<file path="src/rtl/firebird7_in_gate1_tessent_data_mux_sync_if.sv">
// Bundles the per-channel select, the two data sources and the steered outputs of the
// gate1 settle-window data mux.
interface firebird7_in_gate1_tessent_data_mux_sync_if #(
  parameter int unsigned WIDTH  = 19,
  parameter int unsigned NUM_CH = 1
);
  logic [NUM_CH-1:0]       ijtag_select;
  logic [NUM_CH*WIDTH-1:0] functional_data_in;
  logic [NUM_CH*WIDTH-1:0] ijtag_data_in;
  logic [NUM_CH*WIDTH-1:0] data_out;
  logic [NUM_CH-1:0]       ijtag_active;
  logic [NUM_CH-1:0]       switch_busy;

  modport master (
    output ijtag_select,
    output functional_data_in,
    output ijtag_data_in,
    input  data_out,
    input  ijtag_active,
    input  switch_busy
  );

  modport slave (
    input  ijtag_select,
    input  functional_data_in,
    input  ijtag_data_in,
    output data_out,
    output ijtag_active,
    output switch_busy
  );
endinterface

</file>
<file path="src/rtl/firebird7_in_gate1_tessent_data_mux_sync.sv">
// Multi-channel functional/IJTAG data mux; each channel freezes its last driven word for a
// programmable settle window whenever its select changes, so consumers never see a mixed word.
module firebird7_in_gate1_tessent_data_mux_sync #(
  parameter int unsigned WIDTH         = 19,
  parameter int unsigned NUM_CH        = 1,
  parameter int unsigned SETTLE_CYCLES = 2
) (
  input logic ijtag_tck,
  input logic ijtag_reset,
  firebird7_in_gate1_tessent_data_mux_sync_if.slave bus
);

  localparam int unsigned CntW      = (SETTLE_CYCLES == 0) ? 1 : $clog2(SETTLE_CYCLES + 1);
  localparam int unsigned ReloadInt = (SETTLE_CYCLES == 0) ? 0 : SETTLE_CYCLES - 1;
  localparam logic [CntW-1:0] Reload = CntW'(ReloadInt);
  localparam bit NoHold = (SETTLE_CYCLES == 0);

  typedef enum logic [1:0] {
    StFunc,
    StHoldToIj,
    StIjtag,
    StHoldToFn
  } state_e;

  state_e state_q [NUM_CH];
  state_e state_d [NUM_CH];

  logic [NUM_CH-1:0][CntW-1:0]  cnt_q, cnt_d;
  logic [NUM_CH-1:0][WIDTH-1:0] hold_q, hold_d;
  logic [NUM_CH-1:0][WIDTH-1:0] func_w, ij_w, dout_w;
  logic [NUM_CH-1:0]            sel_w;
  logic [NUM_CH-1:0]            active_q, active_d, busy_q, busy_d;

  assign func_w           = bus.functional_data_in;
  assign ij_w             = bus.ijtag_data_in;
  assign sel_w            = bus.ijtag_select;
  assign bus.data_out     = dout_w;
  assign bus.ijtag_active = active_q;
  assign bus.switch_busy  = busy_q;

  always_comb begin
    for (int unsigned c = 0; c < NUM_CH; c++) begin
      state_d[c] = state_q[c];
      cnt_d[c]   = cnt_q[c];
      hold_d[c]  = hold_q[c];
      dout_w[c]  = func_w[c];
      unique case (state_q[c])
        StFunc: begin
          dout_w[c] = func_w[c];
          hold_d[c] = func_w[c];
          if (sel_w[c]) begin
            state_d[c] = NoHold ? StIjtag : StHoldToIj;
            cnt_d[c]   = Reload;
          end
        end
        StIjtag: begin
          dout_w[c] = ij_w[c];
          hold_d[c] = ij_w[c];
          if (!sel_w[c]) begin
            state_d[c] = NoHold ? StFunc : StHoldToFn;
            cnt_d[c]   = Reload;
          end
        end
        StHoldToIj: begin
          dout_w[c] = hold_q[c];
          // A reversal restarts the full window towards the other source.
          if (!sel_w[c]) begin
            state_d[c] = StHoldToFn;
            cnt_d[c]   = Reload;
          end else if (cnt_q[c] == '0) begin
            state_d[c] = StIjtag;
          end else begin
            cnt_d[c] = cnt_q[c] - CntW'(1);
          end
        end
        StHoldToFn: begin
          dout_w[c] = hold_q[c];
          if (sel_w[c]) begin
            state_d[c] = StHoldToIj;
            cnt_d[c]   = Reload;
          end else if (cnt_q[c] == '0) begin
            state_d[c] = StFunc;
          end else begin
            cnt_d[c] = cnt_q[c] - CntW'(1);
          end
        end
        default: state_d[c] = StFunc;
      endcase
      active_d[c] = (state_d[c] == StIjtag);
      busy_d[c]   = (state_d[c] == StHoldToIj) || (state_d[c] == StHoldToFn);
    end
  end

  always_ff @(posedge ijtag_tck or negedge ijtag_reset) begin
    if (!ijtag_reset) begin
      for (int unsigned c = 0; c < NUM_CH; c++) begin
        state_q[c] <= StFunc;
      end
      cnt_q    <= '0;
      hold_q   <= '0;
      active_q <= '0;
      busy_q   <= '0;
    end else begin
      for (int unsigned c = 0; c < NUM_CH; c++) begin
        state_q[c] <= state_d[c];
      end
      cnt_q    <= cnt_d;
      hold_q   <= hold_d;
      active_q <= active_d;
      busy_q   <= busy_d;
    end
  end

endmodule

</file>
<file path="src/flat_wrapper.sv">
// flat-port wrapper written by rule: the top's interface ports become plain ports
module firebird7_in_gate1_tessent_data_mux_sync_flat 
#(
  parameter int unsigned WIDTH         = 19,
  parameter int unsigned NUM_CH        = 1,
  parameter int unsigned SETTLE_CYCLES = 2
)
  (ijtag_tck, ijtag_reset, bus_ijtag_select, bus_functional_data_in, bus_ijtag_data_in, bus_data_out, bus_ijtag_active, bus_switch_busy);
  firebird7_in_gate1_tessent_data_mux_sync_if #(.WIDTH(WIDTH), .NUM_CH(NUM_CH)) bus_i ();
  input logic ijtag_tck;
  input logic ijtag_reset;
  input wire logic [$bits(bus_i.ijtag_select)-1:0] bus_ijtag_select;
  input wire logic [$bits(bus_i.functional_data_in)-1:0] bus_functional_data_in;
  input wire logic [$bits(bus_i.ijtag_data_in)-1:0] bus_ijtag_data_in;
  output wire logic [$bits(bus_i.data_out)-1:0] bus_data_out;
  output wire logic [$bits(bus_i.ijtag_active)-1:0] bus_ijtag_active;
  output wire logic [$bits(bus_i.switch_busy)-1:0] bus_switch_busy;
  assign bus_i.ijtag_select = bus_ijtag_select;
  assign bus_i.functional_data_in = bus_functional_data_in;
  assign bus_i.ijtag_data_in = bus_ijtag_data_in;
  assign bus_data_out = bus_i.data_out;
  assign bus_ijtag_active = bus_i.ijtag_active;
  assign bus_switch_busy = bus_i.switch_busy;
  firebird7_in_gate1_tessent_data_mux_sync #(.WIDTH(WIDTH), .NUM_CH(NUM_CH), .SETTLE_CYCLES(SETTLE_CYCLES)) u_core (.ijtag_tck(ijtag_tck), .ijtag_reset(ijtag_reset), .bus(bus_i));
endmodule
</file>
<file path="config.mk">
export PLATFORM = sky130hd
export DESIGN_NAME = firebird7_in_gate1_tessent_data_mux_sync_flat
export DESIGN_NICKNAME = d
export VERILOG_FILES = /design/src/rtl/firebird7_in_gate1_tessent_data_mux_sync_if.sv /design/src/rtl/firebird7_in_gate1_tessent_data_mux_sync.sv /design/src/flat_wrapper.sv
export SDC_FILE = /design/constraint.sdc
export NUM_CORES = 1
export LEC_CHECK = 0
export ABC_AREA = 0
export ABC_CLOCK_PERIOD_IN_PS = 1800
export BUFFER_PORTS_ARGS = -buffer_cell sky130_fd_sc_hd__buf_2
export CELL_PAD_IN_SITES_DETAIL_PLACEMENT = 0
export CELL_PAD_IN_SITES_GLOBAL_PLACEMENT = 1
export CORE_ASPECT_RATIO = 1.75
export CORE_MARGIN = 4
export CORE_UTILIZATION = 34
export CTS_CLUSTER_SIZE = 10
export DETAILED_ROUTE_END_ITERATION = 8
export GPL_ROUTABILITY_DRIVEN = 0
export GPL_TIMING_DRIVEN = 1
export MAX_ROUTING_LAYER = met4
export PLACE_DENSITY = 0.88
export SYNTH_ARGS = -nofsm -noshare
export SYNTH_HDL_FRONTEND = slang
export SYNTH_SLANG_ARGS = --single-unit
</file>
<file path="constraint.sdc">
create_clock -name ijtag_tck -period 1.8 [get_ports ijtag_tck]
set_input_delay 0.36 -clock ijtag_tck [delete_from_list [all_inputs] [get_ports ijtag_tck]]
set_output_delay 0.36 -clock ijtag_tck [all_outputs]
set_load 0.01 [all_outputs]
</file>
==> summary.txt <==
Outcome
  – Run status: finished, final reports clean

CTS
  – Number of buffers on the longest clock path: 2
  – Count of H-tree levels built during CTS: 1
  – Clock latency of the later-clocked register in the worst-skew pair: ~260 ps
  – CTS root buffer: clkbuf_8
  – CTS tree: done
  – Number of buffers created by CTS: 3
  – Clock transition at the registers of the reported paths: 80 ps
  – Count of clock tree sinks: 24
  – Hold bufs inserted after CTS: 0

Worst setup path
  – Sort of element at the start of the critical path: register
  – Critical path data arrival time: 1350 ps
  – Type of element capturing the critical path: primary output
  – Peak fanout along the critical path: 12
  – Cell type of the slowest stage on the worst timing path: dfrtp_1
  – CP cell instances: buf_6 -> mux2i_2 -> o21ai_0 -> buf_2
  – Cell count of the worst reg-to-reg path: 3
  – Required time at the worst-slack endpoint: 1440 ps
  – Critical Path Max Stage Delay: 380 ps
  – Critical path class: reg2out

Detailed routing
  – Vias post-DR: 1,066
  – Avg WL per Cell: 11.7 um
  – First-iteration detailed-routing DRC count: 24
  – Via density per instance: 4.66
  – Antenna Violating Nets Remaining: 0
  – Total Wirelength: 2.68 mm
  – Remaining routing DRC violations: 0
  – Pre-Repair DR Iteration Count: 4

Final layout
  – Ratio of cells with drive above 1 in the final layout: 0.391
  – Non-filler instance count after layout: 229
  – # nets final: between 200 and 250
  – Layout Area Growth over Synthesis: 33.8%
  – Fin util: 0.475
  – Final std cell area, no fill: 1630 um2
  – Total inserted antenna cells: 0

Timing
  – Final Critical Period: between 1500 and 2000 ps
  – Peak Freq: 586 MHz
  – Worst clock skew on the final layout: between 2 and 2.5 ps
  – Final hold violation count: 0
  – Transition at the pin with the smallest max-transition slack: 511 ps
  – Setup repair after global routing missed its margin: yes
  – Rel. slew slack: 0.659
  – Final slew viol count: 0
  – Fraction of the cycle the final worst path needs: 0.949
  – Count of final setup violators: 0

GRT
  – Residual overflow from global routing: 0
  – Wire length of the first global-routing pass: roughly 4.5 mm
  – Total GRT Usage: 0.133
  – Number of global-route vias before repair: 1,052
  – Pin count of the biggest net entering global routing: 36
  – Number of antenna violations at the first check in global routing: 0

Pwr
  – Ratio of total power to cell area: 1710 nW/um2
  – Static Leakage: 0.842 nW
  – Worst ir drop on vdd: 0.988 mV

Synth
  – Most frequently used flop master after synthesis: dfrtp_1
  – Multiplexer share of the synthesized area: 0.156
  – Count of mapped cells out of synthesis: ~130
  – Post-synthesis cell area: 1220 um2
  – Adder-cell share of the synthesized area: 0
  – Most numerous cell types in the synthesized netlist: o21ai_0, dfrtp_1, nand2_1, mux2i_1, clkbuf_1
  – Count of flip-flops with a built-in enable after synthesis: 0
  – Post-synthesis compound-gate area fraction: 0.181
  – Share of the synthesized netlist area taken by xor and xnor gates: 0.0133
  – Average instance area after synthesis: 9.75 um2
  – Main combinational cell family by area after synthesis: compound AO/OA/AOI/OAI gates
  – Proportion of synthesized flip-flops having asynchronous set or reset: 1.00
  – Yosys synthesis warning count: 0
  – Area share of the largest cell type after synthesis: 0.493
  – Number of flip-flops and latches in the synthesized netlist: 24
  – Area fraction in and, or, nand and nor cells after synthesis: 0.0965
  – Count leader, synth: o21ai_0
  – Syn_nets: 166
  – Ranking of synthesized cells by area: dfrtp_1, mux2i_1, o21ai_0
  – Sequential fraction of the synthesis area: 0.493
  – Largest area contributor in the synthesized netlist: dfrtp_1
  – Number of distinct library cell variants in the gate-level netlist after synthesis: 20

Placement
  – Cell Area, Placed: 1540 um2
  – Placed wire-length estimate after detailed placement: 2.11 mm
  – Port Buffer Count: 61
  – Dpl cells: ~230

Min path
  – Min-Delay Path Class: in2async

Die
  – Total I/O pin count: 62
  – Area enclosed by the die boundary: 4640 um2
  – Row count: 28
  – Die height: roughly 87 um
  – X dimension of the die: 53.3 um
  – Initial core utilization: 0.355
  – Core footprint: 3430 um2

Flow run
  – Max-Cap Viols: 0
flip-flops by register name, indices dropped and copies added (netlist names):
signal,count
u_core.state_q,1
u_core.bus.switch_busy,1
u_core.bus.ijtag_active,1
u_core.hold_q,19
u_core.cnt_q,2
critical path: cells and delay by family, from the launching register on:
family          cells  cell delay (ps)
flops               1              380
buf+inv             2              340
mux                 1              240
compound gates      1              110
layer usage:
layer	wire, um	global-route usage
met1	1170	0.162
met3	198	0.0103
met5	0	-
met2	1260	0.213
met4	48	0.0698
worst paths after layout:
path                                                        from                           endpoint  slack [ps]
worst max-delay path                 u_core.state_q[1]$_DFF_PN0_                    bus_data_out[9]          90
worst min-delay path                                 ijtag_reset       u_core.hold_q[8]$_DFFE_PN0P_          60
worst max register to register  u_core.bus.switch_busy$_DFF_PN0_        u_core.state_q[1]$_DFF_PN0_         560
worst min register to register     u_core.hold_q[15]$_DFFE_PN0P_      u_core.hold_q[15]$_DFFE_PN0P_         480
max in group asynchronous                            ijtag_reset        u_core.cnt_q[0]$_DFFE_PN0P_        1400
min in group ijtag_tck                          bus_ijtag_select  u_core.bus.ijtag_active$_DFF_PN0_         380
per-stage QoR:
| stage | power (mW) | setup TNS (ps) | worst slack [ps] | hold WS [ps] |
|---|---|---|---|---|
| 4_1_cts | 2.79 | 0 | 32.5 | 77.6 |
| 5_1_grt | 3.05 | -132 | -28.6 | 99.8 |
| 3_3_place_gp | 2.29 | 0 | 364 | 373 |
| 6_report | 2.78 | 0 | 92.4 | 60.5 |
| 2_1_floorplan | 1.89 | 0 | 416 | 64.4 |
| 3_5_place_dp | 2.32 | 0 | 331 | 367 |
area by class of cell:
class	instances	area [um2]
clock buffer	3	41.3
clock inverter	1	30.0
fill	362	1800
inverter	1	3.75
multi-input combinational	90	552
sequential	24	601
tap	45	56.3
timing repair buffer	65	347
power breakdown:
group          internal (mW)  switching [mW]
combinational          0.625           0.829
clock                  0.297           0.165
sequential             0.788          0.0776
total                   1.71            1.07
placed cells by master, fill, tap and decap left out, drive strengths merged:
cell	count
xor2	1
nor2	3
nor3	1
a21boi	1
clkbuf	3
nand2	20
o21a	1
bufinv	1
and3	2
mux2i	19
dfrtp	24
o311ai	1
o21ai	38
buf	65
inv	1
a31oi	1
nand2b	1
nand3b	1
logic make-up (layout without fill, tap and decap cells):
group,after synthesis,in the layout
muxes,19,19
and+or+nand+nor,28,28
DFF,24,24
xor gates and xnor gates,1,1
AOI/OAI and AO/OA,42,42
buffers and inverters,11,70
what timing repair did:
item,CTS,global route
resized for setup,0,5
endpoints found under the setup margin,0,11
buffers inserted,0,0
Note: power is estimated with default switching activity, not from simulation.
